**src/rtl/uart_tx_fifo_drain.sv**
```systemverilog
// uart_tx_fifo_drain: pops bytes from an upstream FIFO and serialises each as a UART frame
// (start, WIDTH data bits LSB first, optional parity, one stop bit) on a registered tx line.
//
// Ports:
//   clk         system clock, all state changes on the rising edge
//   rst         asynchronous active-low reset
//   fifo_empty  FIFO empty flag, only looked at while idle
//   fifo_data   FIFO read data, valid the cycle after fifo_rd_en
//   fifo_rd_en  FIFO read strobe, one registered pulse per byte
//   tx          serial line, idles high
//   busy        high whenever the block is not idle
//   tx_done     one-cycle pulse in the idle cycle that follows a completed stop bit
module uart_tx_fifo_drain #(
  parameter int unsigned WIDTH        = 8,
  parameter int unsigned CLKS_PER_BIT = 16,
  parameter int unsigned PARITY_EN    = 0,
  parameter int unsigned PARITY_ODD   = 0
) (
  input  logic             clk,
  input  logic             rst,
  input  logic             fifo_empty,
  input  logic [WIDTH-1:0] fifo_data,
  output logic             fifo_rd_en,
  output logic             tx,
  output logic             busy,
  output logic             tx_done
);

  localparam int unsigned     CntW   = $clog2(CLKS_PER_BIT);
  localparam int unsigned     IdxW   = $clog2(WIDTH) + 1;
  localparam logic [CntW-1:0] CntMax = CntW'(CLKS_PER_BIT - 1);
  localparam logic [IdxW-1:0] IdxMax = IdxW'(WIDTH - 1);
  localparam logic            ParOdd = (PARITY_ODD != 0);
  localparam logic            ParEn  = (PARITY_EN != 0);

  typedef enum logic [2:0] {
    StIdle,
    StFetch,
    StWait,
    StStart,
    StData,
    StParity,
    StStop
  } state_e;

  state_e            state_q, state_d;
  logic [CntW-1:0]   cnt_q, cnt_d;
  logic [IdxW-1:0]   idx_q, idx_d;
  logic [WIDTH-1:0]  shift_q, shift_d;
  logic              par_q, par_d;
  logic              tx_q, tx_d;
  logic              rd_en_q, rd_en_d;
  logic              done_q, done_d;
  logic              bit_end;

  always_comb begin
    state_d = state_q;
    cnt_d   = cnt_q;
    idx_d   = idx_q;
    shift_d = shift_q;
    par_d   = par_q;
    done_d  = 1'b0;
    bit_end = (cnt_q == CntMax);

    unique case (state_q)
      StIdle: begin
        if (!fifo_empty) state_d = StFetch;
      end
      StFetch: begin
        state_d = StWait;
      end
      StWait: begin
        shift_d = fifo_data;
        par_d   = (^fifo_data) ^ ParOdd;
        cnt_d   = '0;
        state_d = StStart;
      end
      StStart: begin
        if (bit_end) begin
          cnt_d   = '0;
          idx_d   = '0;
          state_d = StData;
        end else begin
          cnt_d = cnt_q + 1'b1;
        end
      end
      StData: begin
        if (bit_end) begin
          cnt_d   = '0;
          shift_d = {1'b0, shift_q[WIDTH-1:1]};
          if (idx_q == IdxMax) begin
            state_d = ParEn ? StParity : StStop;
          end else begin
            idx_d = idx_q + 1'b1;
          end
        end else begin
          cnt_d = cnt_q + 1'b1;
        end
      end
      StParity: begin
        if (bit_end) begin
          cnt_d   = '0;
          state_d = StStop;
        end else begin
          cnt_d = cnt_q + 1'b1;
        end
      end
      StStop: begin
        if (bit_end) begin
          cnt_d   = '0;
          done_d  = 1'b1;
          state_d = StIdle;
        end else begin
          cnt_d = cnt_q + 1'b1;
        end
      end
      default: state_d = StIdle;
    endcase

    // Line level and read strobe are decoded from the next state so both are flop outputs.
    rd_en_d = (state_d == StFetch);
    unique case (state_d)
      StStart:  tx_d = 1'b0;
      StData:   tx_d = shift_d[0];
      StParity: tx_d = par_d;
      default:  tx_d = 1'b1;
    endcase
  end

  always_ff @(posedge clk or negedge rst) begin
    if (!rst) begin
      state_q <= StIdle;
      cnt_q   <= '0;
      idx_q   <= '0;
      shift_q <= '0;
      par_q   <= 1'b0;
      tx_q    <= 1'b1;
      rd_en_q <= 1'b0;
      done_q  <= 1'b0;
    end else begin
      state_q <= state_d;
      cnt_q   <= cnt_d;
      idx_q   <= idx_d;
      shift_q <= shift_d;
      par_q   <= par_d;
      tx_q    <= tx_d;
      rd_en_q <= rd_en_d;
      done_q  <= done_d;
    end
  end

  assign tx         = tx_q;
  assign fifo_rd_en = rd_en_q;
  assign tx_done    = done_q;
  assign busy       = (state_q != StIdle);

endmodule

```
**config.mk**
```make
export PLATFORM = sky130hd
export DESIGN_NAME = uart_tx_fifo_drain
export DESIGN_NICKNAME = d
export VERILOG_FILES = /design/src/rtl/uart_tx_fifo_drain.sv
export SDC_FILE = /design/constraint.sdc
export NUM_CORES = 1
export LEC_CHECK = 0
export ABC_CLOCK_PERIOD_IN_PS = 2230
export CORE_MARGIN = 3
export CORE_UTILIZATION = 40
export CTS_CLUSTER_DIAMETER = 50
export DETAILED_ROUTE_END_ITERATION = 8
export HOLD_SLACK_MARGIN = 0.06
export PLACE_DENSITY = 0.64
export SETUP_SLACK_MARGIN = 0.4
export SYNTH_ARGS = -nofsm -noshare
export SYNTH_HDL_FRONTEND = slang
export SYNTH_SLANG_ARGS = --single-unit
```
**constraint.sdc**
```tcl
create_clock -name clk -period 2.23 [get_ports clk]
set_input_delay 0.3345 -clock clk [delete_from_list [all_inputs] [get_ports clk]]
set_output_delay 0.3345 -clock clk [all_outputs]
set_load 0.03 [all_outputs]
```
# ---- Word level (Yosys, flattened, before mapping)
# Index checks and enable logic that the tools add are counted.
dict set report totals {
  input_bits 11
  out_inout_bits 4
  wordCells 54
  reg_bits 23
}
dict set report op_classes {
  n_eq_ne 15
  addsub 2
  n_mux 19
  n_reduce_logical 9
}
# cell n
set op_table {}
lappend op_table {{$pmux 3 s7} 1}
lappend op_table {{$mux 3} 6}
lappend op_table {{$mux 4} 4}
lappend op_table {{$pmux 4 s2} 2}
lappend op_table {{$pmux 8 s2} 1}
lappend op_table {{$eq 3x3->1 const B} 5}
lappend op_table {{$eq 3x2->1 const B} 3}
lappend op_table {{$add 4x1->4 const B} 2}
lappend op_table {{$mux 8} 1}
lappend op_table {{$reduce_xor 8->1} 1}
lappend op_table {{$eq 3x1->1 const B} 2}
lappend op_table {{$ne 2x2->1 const B} 3}
lappend op_table {{$reduce_bool 2->1} 3}
lappend op_table {{$eq 4x3->1 const B} 1}
lappend op_table {{$eq 4x4->1 const B} 1}
lappend op_table {{$reduce_and 4->1} 1}
lappend op_table {{$reduce_or 4->1} 1}
lappend op_table {{$logic_not 3->1} 1}
lappend op_table {{$mux 1} 3}
lappend op_table {{$pmux 1 s3} 1}
lappend op_table {{$reduce_bool 3->1} 1}
lappend op_table {{$reduce_and 2->1} 1}

# ---- Depth between registers and ports, before layout
# Gate-level depths: netlist of the first run.
dict set report logic_depth {
  depth_word 6
  depth_mapped 6
  ltp_nobuf 6
}

# ---- Worst setup path after synthesis of the first run
# OpenSTA, ideal clock, no wires.
dict set report synth_path {
  path_kind {register -> register}
  start {reg cnt_q[0]}
  end {reg tx_q (netlist: tx)}
  arrival_time_ps 1493
  synth_period_minus_slack_ps 1568
  setup_ps 75
  slack_ps 662
  path_stages_with_launch 7
  path_cell_list {dfrtp_1 ha_1 and3_2 a21oi_2 a221o_2 o211ai_2 o211ai_2}
}
# item line_no
set synth_rtl {}
lappend synth_rtl {{from (decl)} 47} ;# logic [CntW-1:0] cnt_q, cnt_d;
lappend synth_rtl {{from (signal assigned)} 142} ;# cnt_q <= cnt_d;
lappend synth_rtl {{$eq 4x4->1} 63} ;# bit_end = (cnt_q == CntMax);
lappend synth_rtl {{$mux 8} 88} ;# if (bit_end) begin
lappend synth_rtl {{$pmux 8 s2} 65} ;# unique case (state_q)
lappend synth_rtl {{net shift_d[0]} 49} ;# logic [WIDTH-1:0] shift_q, shift_d;
lappend synth_rtl {{$pmux 1 s3} 122} ;# unique case (state_d)
lappend synth_rtl {{net tx_d} 51} ;# logic tx_q, tx_d;
lappend synth_rtl {{to (signal assigned)} 146} ;# tx_q <= tx_d;
lappend synth_rtl {{to (decl)} 51}
# The timed path passes the listed nets, and every way through them passes these cells. The select of a mux whose other input is x is not followed.
# A chain may end at the register's enable or synchronous reset.

# ---- Final worst setup path of the first run
dict set report layout_path {
  start {reg idx_q[0]}
  end {reg idx_q[3]}
}
dict set report layout_via {
  elab_chain_cells 4
}
# item line_no
set layout_lines {}
lappend layout_lines {{from (decl)} 48} ;# logic [IdxW-1:0] idx_q, idx_d;
lappend layout_lines {{from (signal assigned)} 143} ;# idx_q <= idx_d;
lappend layout_lines {{$add 4x1->4} 94} ;# idx_d = idx_q + 1'b1;
lappend layout_lines {{$mux 4} 91} ;# if (idx_q == IdxMax) begin
lappend layout_lines {{$mux 4} 88}
lappend layout_lines {{$pmux 4 s2} 65}
# Several ways; a longest one is shown, not always the timed one. The select of a mux whose other input is x is not followed.

==> results of run 1 <==
worst paths after layout:
check                              to  slack [ps]  cells past startpoint
setup / recovery             idx_q[3]         550                      6
hold / removal             shift_q[1]         390                      1
setup reg to reg             idx_q[3]         550                      6
hold reg to reg            shift_q[2]         490                      2
max in group asynchronous    idx_q[0]        1240                      2
min in group clk           shift_q[2]         490                      2
synthesized netlist by cell type (all sizes together) (2+ instances only):
| master | number |
|---|---|
| a21o | 2 |
| a21oi | 10 |
| a221o | 2 |
| a22oi | 7 |
| and2 | 2 |
| buf | 6 |
| dfrtp | 22 |
| ha | 2 |
| inv | 2 |
| nand2 | 19 |
| nand2b | 2 |
| nand3 | 3 |
| nand4 | 2 |
| nor2 | 12 |
| nor3 | 4 |
| nor3b | 2 |
| nor4 | 2 |
| o211ai | 3 |
| o21ai | 7 |
| xnor2 | 7 |
| xor2 | 2 |
metal layers:
layer	up-vias	GRT usage, %	routed length [um]
li1	515	-	-
met1	504	18.3	1230
met2	16	21.9	1190
met3	2	3.42	69
met4	0	2.48	15
met5	-	0	0
cells by family after synthesis:
group / Yosys count / share of synthesized area (%)
flip-flops: 23 / 44.4
XOR/XNOR: 9 / 6.06
multiplexers: 2 / 1.64
adder cells (fa/ha/maj): 2 / 1.92
AO/OA/AOI/OAI: 37 / 20.0
buffers and inverters: 9 / 3.37
AND/OR/NAND/NOR: 51 / 22.6
flip-flops by register name, indices dropped and copies added (netlist names):
name	cells
idx_q	4
par_q	1
tx_done	1
state_q	3
shift_q	8
fifo_rd_en	1
cnt_q	4
tx	1
metrics by stage:
step	hold slack, ps	power [W]	setup WS [ps]	area [um2]	cells
finish	386	0.000706	553	1540	195
global route	405	0.000741	431	1540	195
CTS	397	0.000717	434	1540	195
detailed placement	463	0.000524	460	1500	190
global placement	460	0.000523	471	1500	190
floorplan	38.9	0.000485	662	1300	133
what timing repair did:
action | CTS | global route
endpoints found under the setup margin | 2 | 3
pin swaps | 0 | 1
setup buffers | 1 | 0
gates resized for setup | 3 | 5
power by group through the flow:
stage               combinational, W  sequential (W)  clock (W)
floorplan                  0.0000388        0.000446          0
global route               0.0000851        0.000440   0.000216
global placement           0.0000774        0.000446          0
detailed placement         0.0000783        0.000446          0
finish                     0.0000765        0.000438   0.000192
CTS                        0.0000780        0.000438   0.000201
area by class of cell:
class,count,share of cell area (%)
Clock buffer,3,1.46
Clock inverter,1,0.324
Inverter,2,0.486
Multi-Input combinational cell,101,44.7
Sequential cell,23,37.4
Tap cell,44,3.57
Timing Repair Buffer,21,12.1
placed cells by master (no fill, tap or decap), drive strengths merged, types with 2 or more instances in the layout:
master,synthesis,final
dfrtp,22,22
nand2,19,19
nor2,12,12
clkdlybuf4s50,0,12
a21oi,10,10
xnor2,7,7
a22oi,7,7
buf,6,7
o21ai,7,7
nor3,4,4
clkbuf,1,4
o211ai,3,3
nand3,3,3
inv,2,2
a21o,2,2
and2,2,2
nand4,2,2
xor2,2,2
nand2b,2,2
nor3b,2,2
a221o,2,2
nor4,2,2
ha,2,2
worst reg2reg max path: stages, from the launching register on:
cell and delay, ps:
dfrtp_1 420, ha_1 220, and3b_1 240, nor4_4 300, nand4_1 160, xor2_1 160, nor2_1 60
==> metrics.cfg, run 1 <==
[setup_path]
start_kind = register
path_class = reg2reg
critPathArrivalTime_ps = 1860
slowest_stage = dfrtp_1
path_max_fanout = 4
slowest_delay_ps = 420
required_ps = 2420
worst_setup_path_end_kind = register
critPathTopFamily = simple AND/OR/NAND/NOR gates
r2r-start = idx_q[0]
cp.buffers_inverters = 0
crit_path_cell_trace = ha_1 -> and3b_1 -> nor4_4 -> nand4_1 -> xor2_1 -> nor2_1
cp-startpoint = idx_q[0]

[synth]
synth-seq-cells = 23
yosysUniqueCellTypes = 43
syn_area_per_cell_um2 = 9.77
synth_area_um2 = 1300
ys.flop_type = dfrtp_1
yosys_warnings = 0
yosys.area.top_type_share_pct = 42.3
synth-seq-area-share_pct = 44.4
synthesis.nets = 146
synth_edf_count = 0
synthTopCellsByArea = dfrtp_1, nand2_1, xnor2_1
netlist_instances = 133
synth_top_cell_by_area = dfrtp_1
async_reset_ff_share_pct = 100

[timing]
skew_ps = 14.8
maxSlewHeadroom_pct = 58.5
final.setup.tns_ps = 0
fin_crit_sh_pct = 75.2
tightest_slew_ps = 620
grt_setup_unrepaired = no
period_minus_slack_ps = 1680
slew_violations = 0
hold_viol = 0
max_freq_mhz = 596
setup_viol = 0

[finish]
nFillCells = 309
fin_nets = 165
drive_gt1_share_pct = 17.9
multiInputGateArea_um2 = 689
area_growth_pct = 18.8
fin_util_pct = 50.2
regArea_um2 = 578
n_antenna_cell = 0

[floorplan]
rows = 20
die_width_um = 63.0
start_util_pct = 42.2
ioPinCount = 15
die_area_um2 = 3970
coreArea_um2 = 3080
die_y_um = 63.0

[clock_tree]
root_buffer = clkbuf_4
clock_path_buffers = 2
clk-insertion-delay-late_ps = 310
cts.sinks = 23
ctsHoldBuffers = 0
clkTransAtPathRegs_ps = 130
tritoncts = done
htree_num_levels = 1
numCtsBuffers = 3

[power_and_ir_drop]
p_int_w = 0.000539
power_density_nw_per_um2 = 457
power.share.combinational_pct = 10.8
vdd_drop_max_v = 0.000340
seqPwrFrac_pct = 62.0
sw_frac_of_total_pct = 23.6
leakagePower_nw = 0.673
p_clk_share_pct = 27.2
power_switching_w = 0.000167

[global_route]
grt.total_usage_pct = 13.5
antenna_found_initial = 0
first_global_vias = 995
grt_max_degree = 20
grt_pass1_wl_um = 4460
overflow = 0

[route]
drc_errors = 0
drt_iter0_markers = 34
wl_per_cell_um = 12.8
routed_wirelength_um = 2500
drtPass1Iterations = 4
vias = 1037
viasPerCell = 5.32
postRouteAntennaNets = 0

[worst_hold_path]
min_path_type = in2async

[placement]
numPortBuffers = 14
gp_congestion = 0.793
hpwl_um = 1870

[outcome]
status = finished clean

[run]
drv_cap = 0

Power figures use the tool's default switching activity.
==> run 2: changes to the inputs <==
--- a/config.mk
+++ b/config.mk
@@ -5,7 +5,7 @@
 export SDC_FILE = /design/constraint.sdc
 export NUM_CORES = 1
 export LEC_CHECK = 0
-export ABC_CLOCK_PERIOD_IN_PS = 2230
+export ABC_CLOCK_PERIOD_IN_PS = 1700
 export CORE_MARGIN = 3
 export CORE_UTILIZATION = 40
 export CTS_CLUSTER_DIAMETER = 50
==> constraint.sdc (replaced) <==
create_clock -name clk -period 1.7 [get_ports clk]
set_input_delay 0.255 -clock clk [delete_from_list [all_inputs] [get_ports clk]]
set_output_delay 0.255 -clock clk [all_outputs]
set_load 0.03 [all_outputs]
==> run 2 against run 1 <==
Setup slack lost 430 ps. Via count grew 11%. Combinational power grew 58%. Critical path type unchanged. Critical endpoint is now tx. Largest cell class unchanged.
==> metrics.cfg, run 2 (same netlist as run 1, synthesis figures left out) <==
[global_route]
overflow = 0  ; unchanged
grt.total_usage_pct = 16.8  ; +3.3 points
grt_pass1_wl_um = 5330  ; +19%
grt_max_degree = 24  ; +20%
antenna_found_initial = 0  ; unchanged
first_global_vias = 1166  ; +17%

[clock_tree]
clkTransAtPathRegs_ps = 130  ; about the same
ctsHoldBuffers = 0  ; unchanged
cts.sinks = 23  ; unchanged
root_buffer = clkbuf_4
clock_path_buffers = 2  ; unchanged
tritoncts = done
htree_num_levels = 1  ; unchanged
numCtsBuffers = 3  ; unchanged
clk-insertion-delay-late_ps = 320  ; about the same

[setup_path]
r2r_end = tx
path_class = reg2reg
critPathArrivalTime_ps = 1830  ; -30 ps
cpMostUsedCell = o211ai_2
worst_setup_path_end_kind = register
required_ps = 1950  ; -470 ps
path_max_fanout = 19  ; +15
start_kind = register
cp.buffers_inverters = 1  ; +1
crit_path_cell_trace = buf_6 -> nor3b_4 -> a21oi_4 -> a221o_2 -> o211ai_2 -> o211ai_2
r2r-start = state_q[2]
slowest_stage = dfrtp_1
rrSetupSlack_ps = 120  ; -430 ps
rr_worst_depth = 6  ; unchanged
critPathTopFamily = compound AO/OA/AOI/OAI gates
slowest_delay_ps = 420  ; about the same

[power_and_ir_drop]
power_density_nw_per_um2 = 493  ; +7.7%
vdd_drop_max_v = 0.000350  ; +3.0%
power_w = 0.000957  ; +36%
leakagePower_nw = 0.833  ; +24%

[run]
drv_cap = 0  ; unchanged

[finish]
drive_gt1_share_pct = 45.4  ; +28 points
n_antenna_cell = 0  ; unchanged
final_cell_mix = dfrtp_1, buf_4, nand2_1
nFillCells = 253  ; -18%
fin_cells = 218  ; +12%
largest_register = shift_q
final_common_cell = dfrtp_1
largest_register_ffs = 8  ; unchanged
area_growth_pct = 49.5
finalInstanceArea_um2 = 1940  ; +26%
fin_nets = 188  ; +14%
reg.largest.list = shift_q: 8 flops, cnt_q: 4 flops, idx_q: 4 flops

[floorplan]
rows = 20  ; unchanged
die_area_um2 = 3970  ; unchanged
start_util_pct = 42.2  ; unchanged
die_width_um = 63.0  ; unchanged
ioPinCount = 15  ; unchanged
die_y_um = 63.0  ; unchanged
coreArea_um2 = 3080  ; unchanged

[timing]
final.setup.tns_ps = 0  ; unchanged
fin_crit_sh_pct = 92.9  ; +18 points
slew_violations = 0  ; unchanged
timing.hold.ws_ps = 280  ; -105 ps
hold_viol = 0  ; unchanged
period_minus_slack_ps = 1580  ; -98.2 ps
maxSlewHeadroom_pct = 79.4  ; +21 points
skew_ps = 8.74  ; -6.03 ps
grt_setup_unrepaired = yes
tightest_slew_ps = 309  ; -311 ps
max_freq_mhz = 634  ; +6.2%
setup_viol = 0  ; unchanged

[route]
drt_iter0_markers = 34  ; unchanged
postRouteAntennaNets = 0  ; unchanged
wl_per_cell_um = 15.1  ; +18%
drc_errors = 0  ; unchanged
routed_wirelength_um = 3300  ; +32%
drtPass1Iterations = 4  ; unchanged
viasPerCell = 5.29  ; -0.54%
vias = 1153  ; +11%

[placement]
hpwl_um = 2000  ; +7.2%
gp_congestion = 0.824  ; +3.9%
place_inst = 194  ; +2.1%
place_area_um2 = 1570  ; +4.6%
numPortBuffers = 14  ; unchanged

[worst_hold_path]
min_path_type = in2async

[outcome]
status = finished clean

## run 2: metal layers
| layer | track usage (%) | wire length, um | vias up |
|---|---|---|---|
| li1 | - | - | 562 |
| met1 | 21.4 | 1450 | 567 |
| met2 | 28.6 | 1710 | 20 |
| met3 | 3.42 | 115 | 4 |
| met4 | 4.68 | 35 | 0 |
| met5 | 0 | 0 | - |
## run 2: worst max-delay path by stage
stage / start / endpoint / cells past startpoint
after CTS: idx_q[0] / idx_q[3] / 6
after floorplan: idx_q[0] / idx_q[3] / 6
after detailed placement: fifo_data[2] / tx / 6
after global placement: fifo_data[5] / tx / 6
final: state_q[2] / tx / 6
after global routing: idx_q[0] / idx_q[3] / 6
## run 2: cell type report
| cell class | count | area [um2] | share of cell area (%) |
|---|---|---|---|
| sequential | 23 | 577 | 29.7 |
| multi-input combinational | 101 | 857 | 44.1 |
| inverter | 2 | 11.3 | 0.580 |
| timing repair buffer | 44 | 417 | 21.4 |
| clock buffer | 4 | 26.3 | 1.35 |
| tap | 44 | 55.1 | 2.83 |
## run 2: timing repair
| action | CTS | global route |
|---|---|---|
| gates resized for setup | 43 | 23 |
| endpoints found under the setup margin | 24 | 24 |
| setup buffers | 14 | 6 |
| pin swaps | 17 | 9 |
## run 2: metrics by stage
stage | utilization (%) | setup slack [ps]
after CTS | 58.5 | 109
after detailed placement | 51.1 | 44.0
after global routing | 63.1 | 24.8
after floorplan | - | 203
after global placement | 51.1 | 61.2
final | 63.1 | 122
## run 2: report_power, final
part | internal [W] | leakage [nW] | switching, W
clock | 0.0000918 | 0.0150 | 0.000165
combinational | 0.0000623 | 0.547 | 0.0000585
sequential | 0.000567 | 0.271 | 0.0000129
total | 0.000721 | 0.833 | 0.000236
## run 2: worst reg2reg max path: stages (launching register included)
cell,delay [ps]
dfrtp_1,420
buf_6,190
nor3b_4,320
a21oi_4,50
a221o_2,380
o211ai_2,80
o211ai_2,80
==> run 3: changes to the inputs <==
--- a/config.mk
+++ b/config.mk
@@ -12,7 +12,6 @@
 export DETAILED_ROUTE_END_ITERATION = 8
 export HOLD_SLACK_MARGIN = 0.06
 export PLACE_DENSITY = 0.64
-export SETUP_SLACK_MARGIN = 0.4
 export SYNTH_ARGS = -nofsm -noshare
 export SYNTH_HDL_FRONTEND = slang
 export SYNTH_SLANG_ARGS = --single-unit
==> run 3 against run 2 <==
Cell count shrank 8.7%. Die area is the same. Non-clock buffer count shrank 19. Critical endpoint unchanged. Largest cell class unchanged. Largest power group unchanged.
==> metrics.cfg, run 3 (same netlist as run 1, synthesis figures left out) <==
[route]
viasPerCell = 5.35  ; +1.1%
drtPass1Iterations = 4  ; unchanged
vias = 1064  ; -7.7%
drt_iter0_markers = 46  ; +35%
postRouteAntennaNets = 0  ; unchanged
routed_wirelength_um = 2510  ; -24%
drc_errors = 0  ; unchanged
wl_per_cell_um = 12.6  ; -17%

[finish]
largest_register = shift_q
drive_gt1_share_pct = 20.0  ; -25 points
largest_register_ffs = 8  ; unchanged
finalInstanceArea_um2 = 1580  ; -19%
fin_util_pct = 51.4  ; -12 points
final_common_cell = dfrtp_1
fin_nets = 169  ; -10%
reg.largest.list = shift_q: 8 flops, cnt_q: 4 flops, idx_q: 4 flops
final_cell_mix = dfrtp_1, nand2_1, nor2_1, clkdlybuf4s50_1, buf_4
area_growth_pct = 21.8
nFillCells = 293  ; +16%
n_antenna_cell = 0  ; unchanged

[floorplan]
die_y_um = 63.0  ; unchanged
rows = 20  ; unchanged
die_area_um2 = 3970  ; unchanged
die_width_um = 63.0  ; unchanged
ioPinCount = 15  ; unchanged
start_util_pct = 42.2  ; unchanged
coreArea_um2 = 3080  ; unchanged

[power_and_ir_drop]
vdd_drop_max_v = 0.000292  ; -17%
power_w = 0.000914  ; -4.5%
leakagePower_nw = 0.689  ; -17%
power_density_nw_per_um2 = 577  ; +17%

[timing]
grt_setup_unrepaired = no
maxSlewHeadroom_pct = 77.4  ; -1.9 points
max_freq_mhz = 632  ; -0.29%
worst_slack_ps = 117  ; -4.56 ps
slew_violations = 0  ; unchanged
fin_crit_sh_pct = 93.1  ; +0.27 points
setup_viol = 0  ; unchanged
final.setup.tns_ps = 0  ; unchanged
tightest_slew_ps = 339  ; +29.4 ps
skew_ps = 4.57  ; -4.17 ps
period_minus_slack_ps = 1580  ; +4.56 ps
hold_viol = 0  ; unchanged

[clock_tree]
clkTransAtPathRegs_ps = 120  ; about the same
cts.sinks = 23  ; unchanged
htree_num_levels = 1  ; unchanged
numCtsBuffers = 3  ; unchanged
root_buffer = clkbuf_4
tritoncts = done
clk-insertion-delay-late_ps = 300  ; -20 ps
clock_path_buffers = 2  ; unchanged

[global_route]
grt_pass1_wl_um = 4460  ; -16%
overflow = 0  ; unchanged
grt_max_degree = 24  ; unchanged
first_global_vias = 1009  ; -13%
antenna_found_initial = 0  ; unchanged
grt.total_usage_pct = 13.6  ; -3.1 points

[setup_path]
slowest_delay_ps = 410  ; about the same
start_kind = register
slowest_stage = a221o_2
required_ps = 1930  ; -20 ps
path_class = reg2reg
worst_setup_path_end_kind = register
crit_path_cell_trace = buf_4 -> nand2b_1 -> nor3_4 -> a221o_2 -> o211ai_2 -> o211ai_2
path_max_fanout = 19  ; unchanged
rr_worst_depth = 6  ; unchanged
critPathArrivalTime_ps = 1810  ; -20 ps
cpMostUsedCell = o211ai_2

[placement]
hpwl_um = 1900  ; -5.3%
numPortBuffers = 14  ; unchanged
place_area_um2 = 1530  ; -2.9%
gp_congestion = 0.872  ; +5.9%
dp_slack_ps = 41.2  ; -2.78 ps

[run]
drv_cap = 0  ; unchanged

[outcome]
status = finished clean

[worst_hold_path]
min_path_type = in2async

[run 3: cell count changes in the layout (fill, tap and decap cells not counted), sizes merged]
| cell | delta |
|---|---|
| buf | -21 |
| clkbuf | +1 |
| clkdlybuf4s15 | -2 |
| clkdlybuf4s50 | +2 |
| clkinvlp | -1 |
| dlygate4sd2 | +1 |
| inv | +1 |
[run 3: per-layer routing]
layer / GRT usage [%] / vias up / share of wire, %
met4: 4.13 / 0 / 0.76
li1: - / 521 / -
met3: 2.88 / 2 / 2.5
met2: 22.4 / 15 / 49
met5: 0 / - / 0
met1: 17.9 / 526 / 48
[run 3: layout make-up]
cell class | count | area (um2) | area share (%)
Inverter | 2 | 7.51 | 0.474
Multi-Input combinational cell | 101 | 701 | 44.3
Clock buffer | 4 | 26.3 | 1.66
Timing Repair Buffer | 25 | 216 | 13.7
Sequential cell | 23 | 577 | 36.4
Tap cell | 44 | 55.1 | 3.48
[run 3: critical path, delay by kind of cell (launching register included)]
kind                   cells  cell delay, ps
AOI/OAI and AO/OA          3             570
DFF                        1             390
and+or+nand+nor            2             340
buffers and inverters      1             200
[run 3: path summary, 6_finish.rpt]
path                            startpoint          to  slack (ps)
worst min register to register  shift_q[3]  shift_q[3]         490
worst max register to register  state_q[2]          tx         120
min in group clk                shift_q[3]  shift_q[3]         490
worst max-delay path            state_q[2]          tx         120
max in group asynchronous              rst          tx        1120
worst min-delay path                   rst  shift_q[2]         300
[run 3: power by group]
| group | switching (W) | leakage [nW] | internal (W) |
|---|---|---|---|
| registers | 0.00000713 | 0.271 | 0.000567 |
| clock network | 0.000149 | 0.0150 | 0.0000912 |
| logic | 0.0000471 | 0.403 | 0.0000530 |
[run 3: stage by stage]
step	hold WS, ps	std cells
after floorplan	-40.6	133
after global placement	461	193
after detailed placement	469	193
after CTS	301	197
after global routing	305	199
final	298	199
[run 3: timing repair]
item,4_1_cts,5_1_grt
pin swaps,0,0
gates resized for setup,3,6
gates cloned,0,0
setup buffers,0,2
hold buffers,0,0
setup endpoints to repair,2,5
==> edit, RTL diff (settings of run 1) <==
The 7 states of `state_e` get a one-hot encoding in 7 bits.
--- a/src/rtl/uart_tx_fifo_drain.sv
+++ b/src/rtl/uart_tx_fifo_drain.sv
@@ -33,14 +33,14 @@
   localparam logic            ParOdd = (PARITY_ODD != 0);
   localparam logic            ParEn  = (PARITY_EN != 0);
 
-  typedef enum logic [2:0] {
-    StIdle,
-    StFetch,
-    StWait,
-    StStart,
-    StData,
-    StParity,
-    StStop
+  typedef enum logic [6:0] {
+    StIdle   = 7'b0000001,
+    StFetch  = 7'b0000010,
+    StWait   = 7'b0000100,
+    StStart  = 7'b0001000,
+    StData   = 7'b0010000,
+    StParity = 7'b0100000,
+    StStop   = 7'b1000000
   } state_e;
 
   state_e            state_q, state_d;
Function: no difference found for any inputs over 10 cycles, from zero or initial values and one cycle with rst low; not proved beyond that.
==> edit against run 1 <==
Sequential share of layout area down 2.9 points. Core utilization up 7.9 points. Final cell count up 18%. Die area up 8.6%. Routed wire length up 27%. Count of clock-buffer cells in the layout up 1. Area after synthesis up 9.5%. Clock skew down 13 ps. Worst setup slack worse by 460 ps. Final area up 27%. Sequential cell count up 4. Largest cell class unchanged.
Power is not compared: it rests on default switching activity, and its combinational part moved more than twofold at a synthesized area within 25%.
==> edit: results <==
set metrics [dict create \
    final_layout_size_suffix_gt1_share_pct 31.0 \
    post_drt_wl_per_cell_um 13.8 \
    synth.area.mux_share_pct 2.90 \
    dp_cells 211 \
    yosys.area_share.xor_xnor_pct 4.92 \
    place_hpwl_um 2090 \
    critPathKind "flop to output pin" \
    dpl_cell_area_um2 1670 \
    met3_wirelength_um 127 \
    synthDistinctLibCells 42 \
    wl_met2_um 1750 \
    antenna_found_initial 0 \
    reg2reg_setup_slack_ps 140 \
    drt_iter0_drc 52 \
    grtUsageMet2_pct 30.2 \
    relSlewSlack_pct 77.6 \
    htree_levels 1 \
    synth_top_area_share_pct 43.9 \
    post_cts_resized 24 \
    synth_compound_area_share_pct 15.5 \
    r2r-start "state_q[4]" \
    reg2reg_depth 9 \
    layout.cells.non_filler 230 \
    post_cts_buffers 11 \
    cts_root_buf "clkbuf_4" \
    gp_congestion 0.802 \
    nFillCells 298 \
    ys_seq_area_share_pct 47.6 \
    rr_endpoint "cnt_q[2]" \
    viasPerCell 5.17 \
    status "finished, final reports clean" \
    grt_pass1_vias 1200 \
    grtUsageMet1_pct 18.5 \
    grt_usage_pct 15.8 \
    postSynthCellCount 146 \
    grt_pass1_wl_um 5290 \
    globalRouteMet3Util_pct 1.71 \
    endpoint "busy" \
    synth_area_leaders "dfrtp_1, nand2_1, xnor2_1" \
    nets 198 \
    synth_fa_ha_area_share_pct 1.76 \
    worstPathMaxFanout 3 \
    firstDrtPassIters 4 \
    grt_max_degree 28 \
    drt-met1-wl_um 1300 \
    clock_skew_ps 1.95 \
    crit_path_start "state_q[5]" \
]
-- edit: metrics by stage --
stage | hold slack [ps] | power (µW) | setup slack [ps]
after global placement | 453 | 1250 | 59.6
final | 376 | 1660 | 96.0
after detailed placement | 458 | 1270 | 46.0
after global routing | 383 | 1790 | 10.1
after CTS | 378 | 1570 | 96.1
after floorplan | 38.9 | 1110 | 370
-- edit: worst max-delay path: stages (launching register included) --
cell and delay (ps):
dfrtp_1 410, or3_4 390, or3_4 350, nor2_4 120, nand2_2 80, buf_6 140
-- edit: cell families after synthesis --
| logic type | count (synthesis) |
|---|---|
| muxes | 4 |
| and+or+nand+nor | 67 |
| adders and majority gates | 2 |
| buffers and inverters | 7 |
| xor gates and xnor gates | 8 |
| AOI/OAI and AO/OA | 31 |
| DFF | 27 |
-- edit: final cells by class --
type,instances,share of cell area (%)
multi-input cells,112,42.8
inverters,3,0.572
well taps,46,2.92
flip-flops and latches,27,34.5
repair buffers,38,17.8
clock buffers,4,1.34
